--- src/rtl/eth_tx_frame_arbiter.sv ---
// rtl/eth_tx_frame_arbiter.sv - frame-granular round-robin arbiter feeding the 1G MAC tx stream
// Grants one source per frame, forwards through a single output register, aborts stalled frames.
module eth_tx_frame_arbiter #(
    parameter int  PORTS   = 4,
    parameter int  TIMEOUT = 255,
    localparam int GW      = $clog2(PORTS)
) (
    input  logic               tx_clk,
    input  logic               tx_rst,
    input  logic [PORTS*8-1:0] s_axis_tdata,
    input  logic [PORTS-1:0]   s_axis_tvalid,
    output logic [PORTS-1:0]   s_axis_tready,
    input  logic [PORTS-1:0]   s_axis_tlast,
    input  logic [PORTS-1:0]   s_axis_tuser,
    output logic [7:0]         m_axis_tdata,
    output logic               m_axis_tvalid,
    input  logic               m_axis_tready,
    output logic               m_axis_tlast,
    output logic               m_axis_tuser,
    output logic               grant_valid,
    output logic [GW-1:0]      grant_index,
    output logic               frame_abort
);
    localparam int            CW        = (TIMEOUT > 0) ? $clog2(TIMEOUT + 1) : 1;
    localparam logic [CW-1:0] TMAX      = CW'(TIMEOUT);
    localparam logic [GW-1:0] LAST_PORT = GW'(PORTS - 1);
    localparam logic [GW:0]   PORTS_W   = (GW + 1)'(PORTS);

    typedef enum logic [1:0] {IDLE, GRANT, DRAIN} state_t;

    state_t        state_q, state_d;
    logic [GW-1:0] grant_q, grant_d;
    logic [CW-1:0] cnt_q, cnt_d;
    logic [7:0]    tdata_q, tdata_d;
    logic          tvalid_q, tvalid_d;
    logic          tlast_q, tlast_d;
    logic          tuser_q, tuser_d;
    logic          abort_q, abort_d;

    logic          out_ready;
    logic          g_valid, g_last, g_user;
    logic [7:0]    g_data;
    logic          found;
    logic [GW-1:0] scan_idx;
    logic [GW:0]   scan_sum;
    logic [PORTS-1:0] tready;

    assign out_ready = !tvalid_q || m_axis_tready;
    assign g_valid   = s_axis_tvalid[grant_q];
    assign g_last    = s_axis_tlast[grant_q];
    assign g_user    = s_axis_tuser[grant_q];
    assign g_data    = s_axis_tdata[{grant_q, 3'b000} +: 8];

    // Scan starts one past the last grant so the previous winner has lowest priority.
    always_comb begin
        found    = 1'b0;
        scan_idx = grant_q;
        scan_sum = '0;
        for (int i = 1; i <= PORTS; i++) begin
            scan_sum = {1'b0, grant_q} + (GW + 1)'(i);
            if (scan_sum >= PORTS_W) begin
                scan_sum = scan_sum - PORTS_W;
            end
            if (!found && s_axis_tvalid[scan_sum[GW-1:0]]) begin
                found    = 1'b1;
                scan_idx = scan_sum[GW-1:0];
            end
        end
    end

    always_comb begin
        state_d  = state_q;
        grant_d  = grant_q;
        cnt_d    = cnt_q;
        tvalid_d = tvalid_q && !m_axis_tready;
        tdata_d  = tdata_q;
        tlast_d  = tlast_q;
        tuser_d  = tuser_q;
        abort_d  = 1'b0;
        tready   = '0;
        case (state_q)
            IDLE: begin
                if (found) begin
                    grant_d = scan_idx;
                    cnt_d   = '0;
                    state_d = GRANT;
                end
            end
            GRANT: begin
                tready[grant_q] = out_ready;
                if (g_valid && out_ready) begin
                    tvalid_d = 1'b1;
                    tdata_d  = g_data;
                    tlast_d  = g_last;
                    tuser_d  = g_user;
                    cnt_d    = '0;
                    if (g_last) begin
                        state_d = IDLE;
                    end
                end else if (TIMEOUT > 0 && !g_valid) begin
                    if (cnt_q == TMAX) begin
                        // Terminate the frame with an errored beat so the MAC discards it.
                        if (out_ready) begin
                            tvalid_d = 1'b1;
                            tdata_d  = 8'h00;
                            tlast_d  = 1'b1;
                            tuser_d  = 1'b1;
                            abort_d  = 1'b1;
                            cnt_d    = '0;
                            state_d  = DRAIN;
                        end
                    end else begin
                        cnt_d = cnt_q + CW'(1);
                    end
                end
            end
            DRAIN: begin
                tready[grant_q] = 1'b1;
                if (g_valid && g_last) begin
                    state_d = IDLE;
                end
            end
            default: state_d = IDLE;
        endcase
    end

    always_ff @(posedge tx_clk or posedge tx_rst) begin
        if (tx_rst) begin
            state_q  <= IDLE;
            grant_q  <= LAST_PORT;
            cnt_q    <= '0;
            tvalid_q <= 1'b0;
            tdata_q  <= 8'h00;
            tlast_q  <= 1'b0;
            tuser_q  <= 1'b0;
            abort_q  <= 1'b0;
        end else begin
            state_q  <= state_d;
            grant_q  <= grant_d;
            cnt_q    <= cnt_d;
            tvalid_q <= tvalid_d;
            tdata_q  <= tdata_d;
            tlast_q  <= tlast_d;
            tuser_q  <= tuser_d;
            abort_q  <= abort_d;
        end
    end

    assign s_axis_tready = tready;
    assign m_axis_tdata  = tdata_q;
    assign m_axis_tvalid = tvalid_q;
    assign m_axis_tlast  = tlast_q;
    assign m_axis_tuser  = tuser_q;
    assign grant_valid   = (state_q != IDLE);
    assign grant_index   = grant_q;
    assign frame_abort   = abort_q;
endmodule
--- config.mk ---
export PLATFORM = sky130hd
export DESIGN_NAME = eth_tx_frame_arbiter
export DESIGN_NICKNAME = d
export VERILOG_FILES = /design/src/rtl/eth_tx_frame_arbiter.sv
export SDC_FILE = /design/constraint.sdc
export NUM_CORES = 1
export LEC_CHECK = 0
export ABC_AREA = 1
export CORE_MARGIN = 3
export CORE_UTILIZATION = 46
export CTS_CLUSTER_DIAMETER = 80
export DETAILED_ROUTE_END_ITERATION = 12
export GPL_ROUTABILITY_DRIVEN = 0
export PLACE_DENSITY = 0.81
export SETUP_SLACK_MARGIN = 0.02
export SYNTH_ARGS = -nofsm -noshare
export SYNTH_HDL_FRONTEND = slang
export SYNTH_SLANG_ARGS = --single-unit
--- constraint.sdc ---
create_clock -name tx_clk -period 2.5 [get_ports tx_clk]
set_input_delay 0.25 -clock tx_clk [delete_from_list [all_inputs] [get_ports tx_clk]]
set_output_delay 0.25 -clock tx_clk [all_outputs]
set_load 0.01 [all_outputs]
* Yosys cells after proc, flatten, opt, wreduce, memory -nomap -nowiden
Cells that the tools add are included.
W data, S select, Z words.
** Storage, ports and cells
- Register bits :: 24
- Input port bits :: 47
- Output and inout bits :: 19
** Cells by class
- Add/sub/neg operators :: 9
- Magnitude comparators :: 10
- Equality and inequality tests :: 11
- Shift-type cells :: 1
- Mux-type cells :: 61
- Bitwise operators :: 1
- Reductions and logical operators :: 23
** Operator list (count)
- $mux W8 :: 8
- $shiftx A32 B6 Y8 :: 1
- $mux W2 :: 15
- $mux W1 :: 27
- $pmux W8 S2 :: 1
- $lt A2 B3 Y1 const B :: 5
- $bmux W1 S2 :: 7
- $ge A3 B3 Y1 const B :: 4
- $ne A3 B3 Y1 const B :: 4
- $add A8 B1 Y8 const B :: 1
- $eq A8 B8 Y1 const B :: 1
- $pmux W4 S2 :: 1
- $reduce_and A4 Y1 :: 2
- $reduce_bool A2 Y1 :: 4
- $sub A2 B1 Y2 const B :: 4
- $logic_and A1 B1 Y1 :: 7
- $add A2 B2 Y3 const B :: 2
- $pmux W2 S3 :: 1
- $reduce_and A6 Y1 :: 1
- $logic_not A1 Y1 :: 5
- $and A4 B4 Y4 :: 1
- $ne A2 B2 Y1 const B :: 2
- $ne A4 B4 Y1 const B :: 1
- $reduce_bool A4 Y1 :: 1
- 10 further kinds :: 10

* Longest topological paths before layout
- Depth after elaboration :: 17
- Depth in mapped cells :: 13
- Mapped depth without buffers :: 12

* Least setup slack after synthesis
No wires, ideal clock.
- Path kind :: register to register
- Start :: register grant_q[0], in the netlist grant_index[0]
- End :: register cnt_q[5]
- Setup time :: 0.119 ns
- Data arrival time :: 2.084 ns
- Required time :: 2.381 ns
- Slack :: 0.298 ns
- Cell stages (with the launch flop) :: 14
- Path buffers :: 2
- Cell sequence :: dfstp_2 > buf_6 > inv_4 > clkbuf_1 > ha_1 > inv_1 > nand3_1 > nand2_1 > nand3_1 > nor2_2 > nor2_4 > nand2_2 > nand2_1 > nand2_1
** On the way
- Cells in the longest elaborated chain, start to end :: 17
- Elaborated cells between the ends (all ways) :: 43
** Ends and longest elaborated chain
- start, declared :: RTL line 32 : logic [GW-1:0] grant_q, grant_d;
- start signal, assigned :: RTL line 139 : grant_q <= grant_d;
- $add A2 B1 Y3 :: RTL line 60 : scan_sum = {1'b0, grant_q} + (GW + 1)'(i);
- $ge A3 B3 Y1 or $sub A2 B1 Y2 (tied branches) :: RTL line 61, 62
- $mux W2 :: RTL line 61 : if (scan_sum >= PORTS_W) begin
- $bmux W1 S2 :: RTL line 64 : if (!found && s_axis_tvalid[scan_sum[GW-1:0]]) begin
- $mux W1 (implied by the code) :: RTL line 64
- $mux W1 :: RTL line 64
- $logic_not A1 Y1 :: RTL line 64
- $logic_and A1 B1 Y1 :: RTL line 64
- $mux W1 :: RTL line 64
- $logic_not A1 Y1 :: RTL line 64
- $logic_and A1 B1 Y1 :: RTL line 64
- $mux W1 :: RTL line 64
- $logic_not A1 Y1 :: RTL line 64
- $logic_and A1 B1 Y1 :: RTL line 64
- $mux W1 :: RTL line 64
- $ne A2 B2 Y1 (no line)
- $reduce_and A4 Y1 (no line)
- end signal, assigned :: RTL line 140 : cnt_q <= cnt_d;
- end, declared :: RTL line 33 : logic [CW-1:0] cnt_q, cnt_d;
Parallel ways exist; a longest one is shown, timed or not. The select of a mux whose other input is x is not followed.
A chain may end at the register's enable or synchronous reset.

* Worst setup path in the final report
- Start :: register grant_q[0], in the netlist grant_index[0]
- End :: output s_axis_tready[1]
** On the way
- Cells in the longest elaborated chain, start to end :: 6
- Elaborated cells between the ends (all ways) :: 7
** Ends and longest elaborated chain
- $lt A2 B3 Y1 (implied by the code) or $ge A2 B1 Y1 (tied branches) :: RTL line 90, 118
- $logic_and A1 B1 Y1 (implied by the code) :: RTL line 90, 118
- $mux W1 (implied by the code) :: RTL line 90, 118
- $demux W1 S2 * :: RTL line 90, 118
- $and A4 B4 Y4 (no line)
- $pmux W4 S2 * :: RTL line 81 : case (state_q)
- end, declared :: RTL line 12 : output logic [PORTS-1:0] s_axis_tready,
Every way passes the cells marked *; elsewhere a longest branch is shown, timed or not.

==> metrics.md <==
| Metric | Value |
|---|---|
| Cts bufs inserted | `3` |
| Die Area | `around 0.005 mm²` |
| CORE AREA | `a little over 0.004 mm²` |
| Crit path largest cell delay | `around 0.63 ns` |
| CTS root buffer | `clkbuf_8` |
| 1st-pass router iterations | `4` |
| Vias in the first global route | `2056` |
| Max-slew violations | `0` |
| Rows | `23` |
| Crit path cell chain | `buf_4 > ha_1 > nand2_1 > nor2_1 > clkdlybuf4s50_1` |
| Die height | `71.3 µm` |
| Cell variety after synth | `28` |
| Wirelength per Cell | `between 10 and 15 µm` |
| Post-DP HPWL | `4.35 mm` |
| Initial DRC count | `roughly 160` |
| IO Count | `66` |
| Layout fillers | `379` |
| Worst slew pin tran | `roughly 0.35 ns` |
| RSZ-0062 raised after global routing | `false` |
| Nets | `around 430` |
| Fraction of layout cells with a size suffix above 1 | `a little over a tenth` |
| Gr usage total | `23.7%` |
| Die X | `around 70 µm` |
| Avg Inst Size Synth | `~6.5 µm²` |
| Area share of fa/ha/maj cells after synthesis | `5.10%` |
| Max clock buf depth | `2` |
| Worst EP arrival | `about 2.1 ns` |
| Setup Fix Bufs, Post-CTS | `0` |
| Layout area overhead | `38.1%` |
| Number of flops mapped to enable cells by yosys | `0` |
| Initial core utilization | `48.4%` |
| MaxCap Viol Count | `0` |
| Detailed Route WL | `5.68 mm` |
| Slew margin rel. | `about three quarters` |
| First-pass GRT wire length | `a little under 10 mm` |
| CP endpoint kind | `output port` |
| Share of flip-flops with an asynchronous set or reset | `100%` |
| Post-synthesis cell area | `around 0.0020 mm²` |
| Final Util | `between 60% and 70%` |
| Post-Synth Simple-Gate Area | `approximately two fifths` |
| Hold Path Class | `in2async` |
| Final antenna-violating net count | `0` |
| Hold Fails Final Rpt | `0` |
| Critical Path Fanout Max | `21` |
| Synth Area in XOR/XNOR | `less than 1%` |
| Ant. Diodes | `0` |
| Reg2reg path depth | `11` |
| Initial antenna violation count | `0` |
| Compound-gate portion of the synthesized area | `between 10% and 20%` |
| Vias | `2153` |
| Main combinational cell family by area after synthesis | `simple AND/OR/NAND/NOR gates` |
| PwrDens | `roughly 1000 mW/mm²` |
| Seq/Total Area, Yosys | `a little under a third` |
| Worst skew pair latency | `0.27 ns` |
| Clk sinks | `24` |
| Achievable Freq | `roughly 0.43 GHz` |
| Launch point of the worst path | `grant_index[0]` |
| Setup TNS | `0 ns` |
| Reg-to-reg slack, setup | `approximately 0.45 ns` |
| Post-synthesis mux area share | `0%` |
| CTS tree | `done` |
| Vias per cell | `5.14` |
| H-tree depth | `1` |
| Overall power | `approximately 2.8 mW` |
| DP Worst Slack | `0.448 ns` |
| CTS clk-pin slew, worst paths | `approximately 0.09 ns` |
| Residual DRC | `0` |
| Max VDD drop | `~0.7 mV` |
| Post-synth top flop | `dfrtp_1` |
| CP max stage cell | `dfstp_2` |
| Worst Clk Skew | `0.00319 ns` |
| Total global routing overflow | `0` |
| Syn nets | `~360` |
| Setup violators final | `0` |
| Cell leakage power | `~1.3 nW` |
| Fin crit share | `92.3%` |
| Cells after Synth | `304` |
| Critical path class | `reg2out` |
| YS warnings | `0` |
| Largest net degree at the start of global routing | `27` |
| R2R Path End | `cnt_q[4]` |
| Setup ws final | `~0.19 ns` |
| PortBufs | `65` |
| Period minus WS final | `around 2.3 ns` |
| #FFs+latches synth | `24` |
| Status | `finished, final reports clean` |
| CP Launch Type | `flop` |
| Req. time, crit path | `2.25 ns` |
| Reg2reg start | `grant_index[0]` |
-- where the power goes --
| part | leakage, nW | switching (mW) | internal (mW) | total (mW) |
|---|---|---|---|---|
| clock | 0.0228 | 0.134 | 0.114 | 0.248 |
| sequential | 0.314 | 0.0909 | 0.528 | 0.619 |
| combinational | 0.953 | 1.20 | 0.766 | 1.97 |
-- state kept, by name, summed over array words and instances (netlist names) --
signal and flops:
m_axis_tlast 1, grant_index 2, frame_abort 1, m_axis_tdata 8
state_q 2, m_axis_tvalid 1, cnt_q 8, m_axis_tuser 1
-- synth_stat cells (2+ instances only) --
cell | count | share of area [%]
o21ai_2 | 8 | 3.6
xor2_1 | 2 | 0.89
nand3_1 | 34 | 8.7
nor2_4 | 3 | 1.7
nor2_2 | 2 | 0.64
a21oi_1 | 17 | 4.3
buf_6 | 2 | 1.1
o21ai_0 | 13 | 3.3
nor3_1 | 5 | 1.3
inv_2 | 3 | 0.57
ha_1 | 8 | 5.1
nand2_2 | 7 | 2.2
buf_2 | 4 | 1.0
dfrtp_1 | 22 | 28
clkbuf_1 | 3 | 0.57
nor2_1 | 21 | 4.0
dfstp_2 | 2 | 2.7
inv_1 | 25 | 4.8
inv_4 | 2 | 0.64
nand2_1 | 113 | 22
-- cell usage in the layout (no fill, tap or decap), types with 2 or more instances in the layout --
cell type	netlist	layout
nand2_1	113	113
clkdlybuf4s50_1	0	65
nand3_1	34	34
inv_1	25	25
dfrtp_1	22	22
nor2_1	21	21
a21oi_1	17	17
o21ai_0	13	13
o21ai_2	8	8
nand2_2	7	7
ha_1	8	7
buf_4	0	6
nor3_1	5	5
inv_2	3	3
nor2_4	3	3
clkbuf_8	0	3
inv_4	2	2
nor2_2	2	2
xor2_1	2	2
dfstp_2	2	2
-- cell families (layout without fill, tap and decap cells) --
logic type               Yosys count  count (layout)
AND/OR/NAND/NOR                  189             189
AO/OA/AOI/OAI                     41              41
buffers and inverters             40             105
flip-flops                        24              24
adder cells (fa/ha/maj)            8               8
XOR/XNOR                           2               2
-- worst max-delay path by stage --
stage                     depth (start not counted)               end
after global routing                              7  s_axis_tready[3]
after detailed placement                         11          cnt_q[4]
after CTS                                         5  s_axis_tready[1]
final                                             5  s_axis_tready[1]
after floorplan                                  13          cnt_q[5]
after global placement                            6  s_axis_tready[3]
-- per-layer routing --
layer / wire [µm] / global-route usage, % / vias up
li1: - / - / 1100
met1: 2570 / 31.9 / 994
met2: 2790 / 39.7 / 48
met3: 198 / 2.95 / 11
met4: 125 / 7.52 / 0
met5: 0 / 0 / -
-- repair_timing --
item	4_1_cts	5_1_grt
setup endpoints to repair	0	3
gates resized for setup	0	1
hold buffers	0	0
-- critical path, delay by kind of cell (launching register included) --
kind	cells	cell delay, ns
adders and majority gates	1	0.19
DFF	1	0.63
and+or+nand+nor	2	0.14
buffers and inverters	2	0.83
-- stage by stage --
stage / std cells / area [µm²] / hold slack (ns)
2_1_floorplan: 304 / 1960 / 0.263
3_3_place_gp: 415 / 2660 / 0.465
3_5_place_dp: 415 / 2660 / 0.469
4_1_cts: 419 / 2710 / 0.347
5_1_grt: 419 / 2710 / 0.361
6_report: 419 / 2710 / 0.333
-- cell type report --
cell class,count,area (µm²),area share [%]
multi-input combinational,240,1180,43.7
timing repair buffer,71,696,25.7
sequential,24,603,22.3
inverter,30,118,4.34
tap,50,62.6,2.31
clock buffer,4,45.0,1.66
No activity file was read; power rests on OpenSTA's default activity.
